$ cat config.mk
export PLATFORM = sky130hd
export DESIGN_NAME = mem_dma_ctrl
export DESIGN_NICKNAME = d
export VERILOG_FILES = /design/src/rtl/mem_dma_pkg.sv /design/src/rtl/mem_dma_addr_gen.sv /design/src/rtl/mem_dma_ctrl.sv
export SDC_FILE = /design/constraint.sdc
export NUM_CORES = 1
export LEC_CHECK = 0
export BUFFER_PORTS_ARGS = -buffer_cell sky130_fd_sc_hd__buf_2
export CORE_AREA = 2 2 92 94
export CTS_CLUSTER_SIZE = 10
export DETAILED_ROUTE_END_ITERATION = 10
export DIE_AREA = 0 0 94 96
export PLACE_DENSITY = 0.8
export SYNTH_ARGS = -nofsm -noshare
export SYNTH_HDL_FRONTEND = slang
export SYNTH_SLANG_ARGS = --single-unit
$ cat constraint.sdc
create_clock -name clk -period 10 [get_ports clk]
set_input_delay 1.5 -clock clk [delete_from_list [all_inputs] [get_ports clk]]
set_output_delay 1.5 -clock clk [all_outputs]
set_load 0.005 [all_outputs]
$ cat src/rtl/mem_dma_pkg.sv
// -----------------------------------------------------------------------------
// mem_dma_pkg
// Shared constants and types for the memory DMA controller.
//   ADDR_W    : memory word-address width (depth = 2**ADDR_W)
//   DATA_W    : memory word width
//   LEN_W     : copy-length width (legal lengths 0..MEM_DEPTH)
//   MEM_DEPTH : number of memory words
//   dma_state_t : controller FSM states
//   clamp_len : saturates a requested copy length to MEM_DEPTH
// -----------------------------------------------------------------------------
package mem_dma_pkg;

  localparam int ADDR_W    = 6;
  localparam int DATA_W    = 16;
  localparam int LEN_W     = 7;
  localparam int MEM_DEPTH = 1 << ADDR_W;

  typedef enum logic [1:0] {
    IDLE = 2'd0,
    RD   = 2'd1,
    WR   = 2'd2,
    DONE = 2'd3
  } dma_state_t;

  // A copy can never move more words than the memory holds.
  function automatic logic [LEN_W-1:0] clamp_len(input logic [LEN_W-1:0] len);
    if (len > LEN_W'(MEM_DEPTH)) begin
      clamp_len = LEN_W'(MEM_DEPTH);
    end else begin
      clamp_len = len;
    end
  endfunction

endpackage

$ cat src/rtl/mem_dma_addr_gen.sv
// -----------------------------------------------------------------------------
// mem_dma_addr_gen
// Address generator for the block-copy engine. Latches the copy command,
// keeps the word offset and the copy direction, and flags the last word.
// Ports:
//   clk, rst     : clock, synchronous active-high reset
//   i_load       : command accepted this cycle; latch i_src/i_dst/i_len
//   i_step       : advance the offset by one word in the copy direction
//   i_src, i_dst : source / destination base addresses
//   i_len        : word count (already clamped to MEM_DEPTH)
//   o_src_addr   : src + offset (modulo memory depth)
//   o_dst_addr   : dst + offset (modulo memory depth)
//   o_last       : current offset is the final word of the copy
// -----------------------------------------------------------------------------
module mem_dma_addr_gen
  import mem_dma_pkg::*;
(
  input  logic              clk,
  input  logic              rst,
  input  logic              i_load,
  input  logic              i_step,
  input  logic [ADDR_W-1:0] i_src,
  input  logic [ADDR_W-1:0] i_dst,
  input  logic [LEN_W-1:0]  i_len,
  output logic [ADDR_W-1:0] o_src_addr,
  output logic [ADDR_W-1:0] o_dst_addr,
  output logic              o_last
);

  logic [ADDR_W-1:0] r_src;
  logic [ADDR_W-1:0] r_dst;
  logic [LEN_W-1:0]  r_len;
  logic [ADDR_W-1:0] r_off;
  logic              r_desc;

  logic              w_desc;
  logic [LEN_W-1:0]  w_len_m1;

  // Copying toward higher addresses walks backwards so an overlapping
  // source is never overwritten before it is read.
  assign w_desc   = (i_dst > i_src);
  assign w_len_m1 = i_len - LEN_W'(1'b1);

  // Command latch and offset counter.
  always_ff @(posedge clk) begin
    if (rst) begin
      r_src  <= {ADDR_W{1'b0}};
      r_dst  <= {ADDR_W{1'b0}};
      r_len  <= {LEN_W{1'b0}};
      r_off  <= {ADDR_W{1'b0}};
      r_desc <= 1'b0;
    end else if (i_load) begin
      r_src  <= i_src;
      r_dst  <= i_dst;
      r_len  <= i_len;
      r_desc <= w_desc;
      r_off  <= w_desc ? w_len_m1[ADDR_W-1:0] : {ADDR_W{1'b0}};
    end else if (i_step) begin
      r_off  <= r_desc ? (r_off - ADDR_W'(1'b1)) : (r_off + ADDR_W'(1'b1));
    end else begin
      r_off  <= r_off;
    end
  end

  assign o_src_addr = r_src + r_off;
  assign o_dst_addr = r_dst + r_off;

  // Descending copies end at offset 0, ascending ones at len-1.
  assign o_last = r_desc ? (r_off == {ADDR_W{1'b0}})
                         : (LEN_W'(r_off) == (r_len - LEN_W'(1'b1)));

endmodule

$ cat src/rtl/mem_dma_ctrl.sv
// -----------------------------------------------------------------------------
// mem_dma_ctrl
// Initiator-side controller for a 64 x 16 data memory. Arbitrates single-word
// CPU loads/stores against a block-copy engine (memmove semantics). The CPU
// always wins in IDLE; a pending copy command waits for the next free cycle.
// Ports:
//   clk, rst                        : clock, synchronous active-high reset
//   cpu_req_valid/ready/we/addr/wdata : CPU request handshake
//   cpu_rsp_valid, cpu_rsp_rdata    : load response (1-cycle pulse, data held)
//   dma_valid/ready/src/dst/len     : copy command handshake
//   dma_busy, dma_done              : copy status
//   mem_addr, mem_data_in, mem_write_en : drive the memory
//   mem_data_out                    : combinational memory read data
// -----------------------------------------------------------------------------
module mem_dma_ctrl
  import mem_dma_pkg::*;
(
  input  logic              clk,
  input  logic              rst,
  input  logic              cpu_req_valid,
  output logic              cpu_req_ready,
  input  logic              cpu_req_we,
  input  logic [ADDR_W-1:0] cpu_req_addr,
  input  logic [DATA_W-1:0] cpu_req_wdata,
  output logic              cpu_rsp_valid,
  output logic [DATA_W-1:0] cpu_rsp_rdata,
  input  logic              dma_valid,
  output logic              dma_ready,
  input  logic [ADDR_W-1:0] dma_src,
  input  logic [ADDR_W-1:0] dma_dst,
  input  logic [LEN_W-1:0]  dma_len,
  output logic              dma_busy,
  output logic              dma_done,
  output logic [ADDR_W-1:0] mem_addr,
  output logic [DATA_W-1:0] mem_data_in,
  output logic              mem_write_en,
  input  logic [DATA_W-1:0] mem_data_out
);

  dma_state_t        r_state;
  dma_state_t        w_next_state;
  logic [DATA_W-1:0] r_buf;
  logic              r_rsp_valid;
  logic [DATA_W-1:0] r_rsp_rdata;
  logic              r_dma_done;
  logic              r_dma_busy;

  logic              w_cpu_acc;
  logic              w_dma_acc;
  logic              w_step;
  logic [LEN_W-1:0]  w_len_eff;
  logic [ADDR_W-1:0] w_src_addr;
  logic [ADDR_W-1:0] w_dst_addr;
  logic              w_last;

  assign w_len_eff = clamp_len(dma_len);

  mem_dma_addr_gen u_addr_gen (
    .clk        (clk),
    .rst        (rst),
    .i_load     (w_dma_acc),
    .i_step     (w_step),
    .i_src      (dma_src),
    .i_dst      (dma_dst),
    .i_len      (w_len_eff),
    .o_src_addr (w_src_addr),
    .o_dst_addr (w_dst_addr),
    .o_last     (w_last)
  );

  // Next-state, arbitration and memory-port muxing.
  always_comb begin
    w_next_state  = r_state;
    cpu_req_ready = 1'b0;
    dma_ready     = 1'b0;
    mem_addr      = cpu_req_addr;
    mem_data_in   = cpu_req_wdata;
    mem_write_en  = 1'b0;
    w_cpu_acc     = 1'b0;
    w_dma_acc     = 1'b0;
    w_step        = 1'b0;

    case (r_state)
      IDLE: begin
        cpu_req_ready = 1'b1;
        dma_ready     = ~cpu_req_valid;
        mem_write_en  = cpu_req_valid & cpu_req_we;
        w_cpu_acc     = cpu_req_valid;
        w_dma_acc     = dma_valid & ~cpu_req_valid;
        if (w_dma_acc) begin
          if (w_len_eff == {LEN_W{1'b0}}) begin
            w_next_state = DONE;
          end else begin
            w_next_state = RD;
          end
        end else begin
          w_next_state = IDLE;
        end
      end
      RD: begin
        mem_addr     = w_src_addr;
        w_next_state = WR;
      end
      WR: begin
        mem_addr     = w_dst_addr;
        mem_data_in  = r_buf;
        mem_write_en = 1'b1;
        if (w_last) begin
          w_next_state = DONE;
        end else begin
          w_step       = 1'b1;
          w_next_state = RD;
        end
      end
      DONE: begin
        w_next_state = IDLE;
      end
      default: begin
        w_next_state = IDLE;
      end
    endcase

    // Reset blocks every handshake and write in the same cycle it is seen.
    if (rst) begin
      cpu_req_ready = 1'b0;
      dma_ready     = 1'b0;
      mem_write_en  = 1'b0;
      w_cpu_acc     = 1'b0;
      w_dma_acc     = 1'b0;
      w_step        = 1'b0;
      w_next_state  = IDLE;
    end else begin
      w_next_state  = w_next_state;
    end
  end

  // State register, copy buffer and registered status/response outputs.
  always_ff @(posedge clk) begin
    if (rst) begin
      r_state     <= IDLE;
      r_buf       <= {DATA_W{1'b0}};
      r_rsp_valid <= 1'b0;
      r_rsp_rdata <= {DATA_W{1'b0}};
      r_dma_done  <= 1'b0;
      r_dma_busy  <= 1'b0;
    end else begin
      r_state     <= w_next_state;
      // Status bits track the state being entered so they line up with it.
      r_dma_busy  <= (w_next_state != IDLE);
      r_dma_done  <= (w_next_state == DONE);
      r_rsp_valid <= w_cpu_acc & ~cpu_req_we;
      if (w_cpu_acc && !cpu_req_we) begin
        r_rsp_rdata <= mem_data_out;
      end else begin
        r_rsp_rdata <= r_rsp_rdata;
      end
      if (r_state == RD) begin
        r_buf <= mem_data_out;
      end else begin
        r_buf <= r_buf;
      end
    end
  end

  assign cpu_rsp_valid = r_rsp_valid;
  assign cpu_rsp_rdata = r_rsp_rdata;
  assign dma_done      = r_dma_done;
  assign dma_busy      = r_dma_busy;

endmodule
# [Word-level counts from Yosys, hierarchy flattened]
# Cells that the tools add are included.
# W data, S select, Z words.
[classes] n_addsub=6 n_lt_le_gt_ge=2 n_eq_ne=5 mux=26 bitwise_logic=5 reduce_logical=7
[op_table] operator="$mux W6" n=4
[op_table] operator="$mux W16" n=1
[op_table] operator="$mux W1" n=13
[op_table] operator="$add A6 B6 Y6" n=2
[op_table] operator="$pmux W6 S2" n=1
[op_table] operator="$sub A6 B1 Y6 const B" n=2
[op_table] operator="$mux W2" n=4
[op_table] operator="$pmux W2 S4" n=1
[op_table] operator="$eq A6 B7 Y1" n=1
[op_table] operator="$gt A7 B7 Y1 const B" n=1
[op_table] operator="$logic_not A7 Y1" n=1
[op_table] operator="$mux W7" n=1
[op_table] operator="$sub A7 B1 Y7 const B" n=1
[op_table] operator="$add A6 B1 Y6 const B" n=1
[op_table] operator="$eq A2 B2 Y1 const B" n=3
[op_table] operator="$gt A6 B6 Y1" n=1
[op_table] operator="$logic_not A6 Y1" n=1
[op_table] operator="$reduce_bool A2 Y1" n=2
[op_table] operator="$and A1 B1 Y1" n=3
[op_table] operator="$eq A2 B1 Y1 const B" n=1
[op_table] operator="$logic_not A2 Y1" n=1
[op_table] operator="$not A1 Y1" n=2
[op_table] operator="$pmux W1 S2" n=1
[op_table] operator="$logic_and A1 B1 Y1" n=1
[op_table] operator="$logic_not A1 Y1" n=1
[totals] ff_bits=63 input_bits=62 output_inout_bits=44 word_cells=62

# [Logic depth before layout (Yosys ltp)]
# Gate-level depths: netlist of the first run.
[depth] word_depth=8 depth_mapped=12 mapped_depth_nobuf=10

# [Modules after synthesis]
# A second synthesis of the first run with hierarchy kept.
[unflattened] cells_unflattened=421 area_unflattened_um2=3714.8
[by_module_without_submodules] mod="mem_dma_addr_gen" instances=1 cells_each=222 area_each_um2=1921.8 seq_area_each_um2=520.5
[by_module_without_submodules] mod="mem_dma_ctrl" instances=1 cells_each=199 area_each_um2=1793.0 seq_area_each_um2=740.7

# [Least setup slack after synthesis of the first run]
# Ideal clock, no wire load.
[synth_path] path_type="register -> output" startpoint="register r_state[0]" endpoint="output port mem_addr[5]" arrival_ns=2.716 required_time_ns=8.500 path_slack_ns=5.784 stages_incl_launch_ff=13 n_path_buf=2 cell_sequence="dfxtp_1 > inv_1 > ha_1 > clkbuf_1 > clkbuf_1 > mux2_2 > ha_1 > a21o_1 > a21oi_1 > o21bai_1 > a21oi_1 > xnor2_1 > mux2_2"
[synth_between] elab_chain_cells=2 elab_cells_between_ends=3 cone_classes="2 x eq/ne; 1 x mux"
[synth_lines] item="from (decl)" line_no="mem_dma_ctrl.sv:40" text="dma_state_t r_state;"
[synth_lines] item="from (signal assigned)" line_no="mem_dma_ctrl.sv:147" text="r_state <= w_next_state;"
[synth_lines] item="$eq A2 B2 Y1 / $eq A2 B1 Y1 (equally long branches)" line_no="mem_dma_ctrl.sv:83" text="case (r_state)"
[synth_lines] item="$pmux W6 S2 *" line_no="mem_dma_ctrl.sv:83"
[synth_lines] item="to (decl)" line_no="mem_dma_ctrl.sv:34" text="output logic [ADDR_W-1:0] mem_addr,"
# Mark *: on every way between the ends. The rest lies on a longest branch, timed or not.

# [Worst setup path in the final report of the first run]
# Ends and elaborated chain as after synthesis.

==> results.json, run 1 <==
{
  "synth-edff-count": 0,
  "start_util_pct": 44.3,
  "tightest_slew_ns": 1.05,
  "fmax_mhz": 228,
  "switchingPower_uw": 163,
  "grt_max_degree": 68,
  "antenna_cells": 0,
  "vias": 3370,
  "drt_iter0_markers": 227,
  "crit_path_end_kind": "output pin",
  "dieWidth_um": 94,
  "syn_nets": 503,
  "finalSetupViolations": 0,
  "synthesis.area_mm2": 0.00356,
  "worstSetupPathType": "reg2out",
  "numCtsBuffers": 9,
  "cts_resized": 0,
  "power_uw": 641,
  "cp_max_fo": 7,
  "ys_seq_elements": 63,
  "firstDrtPassIters": 5,
  "arrival_ns": 2.89,
  "syn_inst": 418,
  "grt_pass1_vias": 3184,
  "clock_sinks": 63,
  "drt.antenna.violating_nets": 0,
  "syn-mean-instance-area_um2": 8.52,
  "avgRoutedWirePerCell_um": 14.4,
  "ys_types": 48,
  "cp.required_ns": 8.50,
  "num-nets-final": 602,
  "yosysSeqAreaShare_pct": 35.4,
  "power_leakage_uw": 0.00193,
  "yosysMostFrequentCell": "nand2_1",
  "p_int_uw": 477,
  "hold_viol_final": 0,
  "yosys_warnings": 0,
  "slew_viol_final": 0,
  "via_per_inst": 5.37,
  "grt_setup_unrepaired": "false",
  "ys_top_cells_by_count": "65 x nand2_1, 63 x dfxtp_1, 53 x a21oi_1, 37 x nor2_1, 26 x mux2_2",
  "root_buffer": "clkbuf_8",
  "ir_drop_v": 0.000101,
  "globalRouteOverflowTotal": 0,
  "fin_crit_ns": 4.39,
  "drive_above_1_share_pct": 30.8,
  "grt_pass1_wl_um": 14600,
  "core_mm2": 0.00805,
  "cts_hold_buffers": 0,
  "place.gp.congestion": 0.902,
  "power.share.clock_pct": 41.1,
  "clockBufferDepth": 2,
  "drc": 0,
  "grt_antenna_before_repair": 0,
  "io_buffer_count": 105,
  "hp-class": "reg2reg",
  "wl_um": 9040,
  "track_usage_pct": 20.4,
  "cts_tree": "yes",
  "cts.htree.levels": 3,
  "slew_headroom_pct": 29.8,
  "synth.top_cell.area_share_pct": 35.4,
  "p_comb_share_pct": 16.8,
  "yosys-top-cells-area": "dfxtp_1 35%, mux2_2 8.2%, a21oi_1 7.4%",
  "die-area_mm2": 0.00902,
  "period_share_pct": 43.9,
  "pin_count": 106,
  "startpoint_type": "flip-flop",
  "tns_ns": 0,
  "die_y_um": 96,
  "worstSkewPairLatency_ns": 0.33,
  "setup_ws_ns": 5.61,
  "maxCapViolCount": 0,
  "pwr-share-seq_pct": 42.1,
  "ys_async_sr_fraction_pct": 0,
  "clk_pin_slew_ns": 0.07,
  "dpl.hpwl_um": 6720,
  "pre_cts_ws_ns": 5.93,
  "status": "complete, no violations",
  "p_sw_share_pct": 25.5,
  "synth_top_cell_by_area": "dfxtp_1",
  "num_rows": 33,
  "dp_cells": 611,
  "fill_cells": 728,
  "areaGrowthSynthToFinish_pct": 23.6,
  "cts_setup_buffers": 0,
  "synthFlopType": "dfxtp_1",
  "cellPowerDensity_mw_per_mm2": 145,
  "final_cells": 627,
  "finClkSkew_ns": 0.0106
}
==> flip-flops by register name, indices dropped and copies added, names as in the netlist, 2 cells and up <==
register and flops:
u_addr_gen.r_src 6, u_addr_gen.r_dst 6, u_addr_gen.r_len 7, u_addr_gen.r_off 6
r_buf 16, cpu_rsp_rdata 16, r_state 2
==> cell type report <==
cell class | count | area [um^2] | area share, %
Clock inverter | 6 | 109 | 2.47
Timing Repair Buffer | 109 | 556 | 12.6
Sequential cell | 63 | 1260 | 28.6
Tap cell | 105 | 131 | 2.98
Multi-Input combinational cell | 312 | 2140 | 48.5
Inverter | 22 | 82.6 | 1.88
Clock buffer | 10 | 128 | 2.90
==> path summary, 6_finish.rpt <==
kind	startpoint	end	slack, ns	cells after the start
min reg2reg	cpu_rsp_rdata[4]	cpu_rsp_rdata[4]	0.45	2
min	cpu_rsp_rdata[4]	cpu_rsp_rdata[4]	0.45	2
max	r_state[0]	mem_addr[5]	5.61	11
max reg2reg	r_state[0]	cpu_rsp_rdata[1]	7.43	8
==> routing by layer <==
| metal | global-route usage [%] | routed length [um] |
|---|---|---|
| met1 | 24.5 | 3760 |
| met2 | 34.2 | 4490 |
| met3 | 4.23 | 518 |
| met4 | 11.1 | 267 |
| met5 | 0 | 0 |
==> cell usage in the layout (no fill, tap or decap), types with 10 or more instances in the layout <==
master,netlist,layout
inv_1,21,21
a21oi_1,53,53
dfxtp_1,63,63
nor3_1,10,10
ha_1,21,21
nand2_1,65,65
mux2_2,26,26
xnor2_1,15,15
nor2_1,37,37
buf_2,3,105
mux2i_1,18,18
==> worst max-delay path: stages (launching register included) <==
cell and delay [ns]:
dfxtp_1 0.32, inv_1 0.08, ha_1 0.34, mux2_2 0.41
ha_1 0.28, a21o_1 0.16, a21oi_1 0.22, o21bai_1 0.10
a21oi_1 0.19, xnor2_1 0.09, mux2_2 0.25, buf_2 0.12
==> logic make-up (layout without fill, tap and decap cells) <==
kind of cell / after synthesis / count (layout) / synth area share, %
simple gates: 139 / 139 / 17.8
compound gates: 85 / 85 / 15.1
flops: 63 / 63 / 35.4
mux: 44 / 44 / 13.3
buf+inv: 43 / 147 / 4.63
fa+ha+maj: 23 / 23 / 8.50
xor+xnor: 21 / 21 / 5.37
==> power by group through the flow <==
| stage | clock [uW] | sequential [uW] | combinational [uW] |
|---|---|---|---|
| 4_1_cts | 265 | 269 | 108 |
| 3_3_place_gp | 0 | 275 | 103 |
| 5_1_grt | 280 | 271 | 119 |
| 3_5_place_dp | 0 | 275 | 107 |
| 6_report | 263 | 270 | 108 |
| 2_1_floorplan | 0 | 273 | 67.7 |
==> per-stage QoR <==
| step | util [%] | area, um^2 | hold WS, ns |
|---|---|---|---|
| after floorplan | - | 3560 | 0.433 |
| after global placement | 51.8 | 4170 | 0.440 |
| after detailed placement | 51.8 | 4170 | 0.443 |
| after CTS | 54.7 | 4400 | 0.452 |
| after global routing | 54.7 | 4400 | 0.481 |
| final | 54.7 | 4400 | 0.451 |
No activity file was read; power rests on OpenSTA's default activity.
==> inputs of run 2 (changes only) <==
Settings changed: PLACE_DENSITY 0.8 to 0.83.
Clock period 10 ns to 3.7 ns, I/O delays scaled along.
==> results.json, run 2 (synthesis gave the netlist of run 1 again) <==
{
  "num_rows": 33,
  "worstSkewPairLatency_ns": 0.34,
  "wl_um": 9170,
  "worstHoldStart": "mem_data_out[11]",
  "cts_hold_buffers": 0,
  "p_int_uw": 1360,
  "die-area_mm2": 0.00902,
  "cts_setup_buffers": 0,
  "clockBufferDepth": 2,
  "post-route-cell-area_mm2": 0.00445,
  "worstSetupPathType": "reg2out",
  "start_util_pct": 44.3,
  "areaGrowthSynthToFinish_pct": 24.9,
  "maxCapViolCount": 0,
  "cts.htree.levels": 3,
  "ir_drop_v": 0.000216,
  "cp.required_ns": 3.14,
  "switchingPower_uw": 449,
  "met3_usage_pct": 3.84,
  "grt.met2_usage_pct": 38.4,
  "antenna_cells": 0,
  "globalRouteOverflowTotal": 0,
  "grt_pass1_wl_um": 14600,
  "fin_crit_ns": 3.42,
  "crit_path_end_kind": "output pin",
  "cellPowerDensity_mw_per_mm2": 407,
  "drt.antenna.violating_nets": 0,
  "power_leakage_uw": 0.00195,
  "cts_tree": "yes",
  "avgRoutedWirePerCell_um": 14.6,
  "numCtsBuffers": 9,
  "clk_pin_slew_ns": 0.08,
  "r2r_slack_ns": 1.43,
  "drc": 0,
  "power_uw": 1810,
  "tightest_slew_ns": 1.12,
  "pwr-share-seq_pct": 40.2,
  "startpoint_type": "flip-flop",
  "status": "complete, no violations",
  "pin_count": 106,
  "die_y_um": 96,
  "grt_use_met1_pct": 23.5,
  "root_buffer": "clkbuf_8",
  "grt_max_degree": 36,
  "finalSetupViolations": 0,
  "p_sw_share_pct": 24.8,
  "track_usage_pct": 20.8,
  "grt_pass1_vias": 3153,
  "hold_viol_final": 0,
  "period_share_pct": 92.5,
  "slew_viol_final": 0,
  "via_per_inst": 5.28,
  "dieWidth_um": 94,
  "io_buffer_count": 105,
  "cp_max_fo": 5,
  "drt_iter0_markers": 144,
  "place.gp.congestion": 0.861,
  "clock_sinks": 63,
  "critical_path.startpoint": "r_state[0]",
  "fmax_mhz": 292,
  "firstDrtPassIters": 5,
  "globalRoute.busiestLayer": "met2",
  "grt_setup_unrepaired": "false",
  "p_comb_share_pct": 16.0,
  "core_mm2": 0.00805,
  "drive_above_1_share_pct": 31.3,
  "power.share.clock_pct": 43.8,
  "reg2reg_from": "u_addr_gen.r_len[0]",
  "dpl.hpwl_um": 6870,
  "finClkSkew_ns": 0.00917,
  "grt_antenna_before_repair": 0,
  "layout_common_cells": "105 x buf_2, 65 x nand2_1, 63 x dfxtp_1",
  "layout_commonest_cell": "buf_2",
  "slew_headroom_pct": 25.6,
  "cts_resized": 0,
  "tns_ns": 0,
  "arrival_ns": 2.87,
  "hp-class": "in2reg",
  "num-nets-final": 604,
  "placed_area_mm2": 0.00418,
  "vias": 3318
}
==> run 2: cell types whose count changed in the layout (fill, tap and decap cells not counted) <==
| cell | delta |
|---|---|
| clkinvlp_4 | +1 |
| clkinv_4 | +1 |
| buf_4 | +2 |
| clkbuf_1 | -1 |
| clkinv_2 | -2 |
| bufinv_16 | +1 |
==> run 2: critical path, cell delays in order (launching register included) <==
cell	delay, ns
dfxtp_1	0.32
inv_1	0.08
ha_1	0.27
mux2_2	0.37
ha_1	0.22
fa_1	0.41
a21oi_1	0.16
nor2_1	0.08
nor2_1	0.17
xnor2_1	0.08
mux2_2	0.25
buf_2	0.12
==> run 2: routing by layer <==
metal  share of wire [%]  wire length (um)  vias to the layer above
li1                    -                 -                     1642
met4                 1.7               159                        0
met3                 4.1               378                       10
met1                  41              3740                     1579
met5                   0                 0                        -
met2                  53              4890                       87
==> run 2: worst paths after layout <==
kind	endpoint	cells after the start
worst max-delay path	mem_addr[4]	11
worst min-delay path	cpu_rsp_rdata[11]	3
worst max register to register	dma_done	8
worst min register to register	cpu_rsp_rdata[11]	2
==> run 2: cell type report <==
class,instances,area (um^2)
clock buffers,9,124
clock inverters,7,145
fillers,734,3600
inverters,22,82.6
multi-input cells,312,2140
flip-flops and latches,63,1260
well taps,105,131
repair buffers,111,571
==> run 2: through the flow <==
| stage | std cells | worst slack [ns] | hold WS (ns) | util [%] |
|---|---|---|---|---|
| 3_5_place_dp | 613 | 0.674 | 0.445 | 52.0 |
| 3_3_place_gp | 613 | 0.807 | 0.441 | 52.0 |
| 6_report | 629 | 0.276 | 0.455 | 55.3 |
| 4_1_cts | 629 | 0.267 | 0.446 | 55.3 |
| 2_1_floorplan | 418 | 0.429 | 0.433 | - |
| 5_1_grt | 629 | 0.128 | 0.449 | 55.3 |
==> run 2: power by group through the flow <==
stage	clock network (uW)	logic, uW	registers, uW
after floorplan	0	183	737
after global placement	0	279	742
after detailed placement	0	290	743
after CTS	803	291	728
after global routing	835	323	731
final	792	290	728
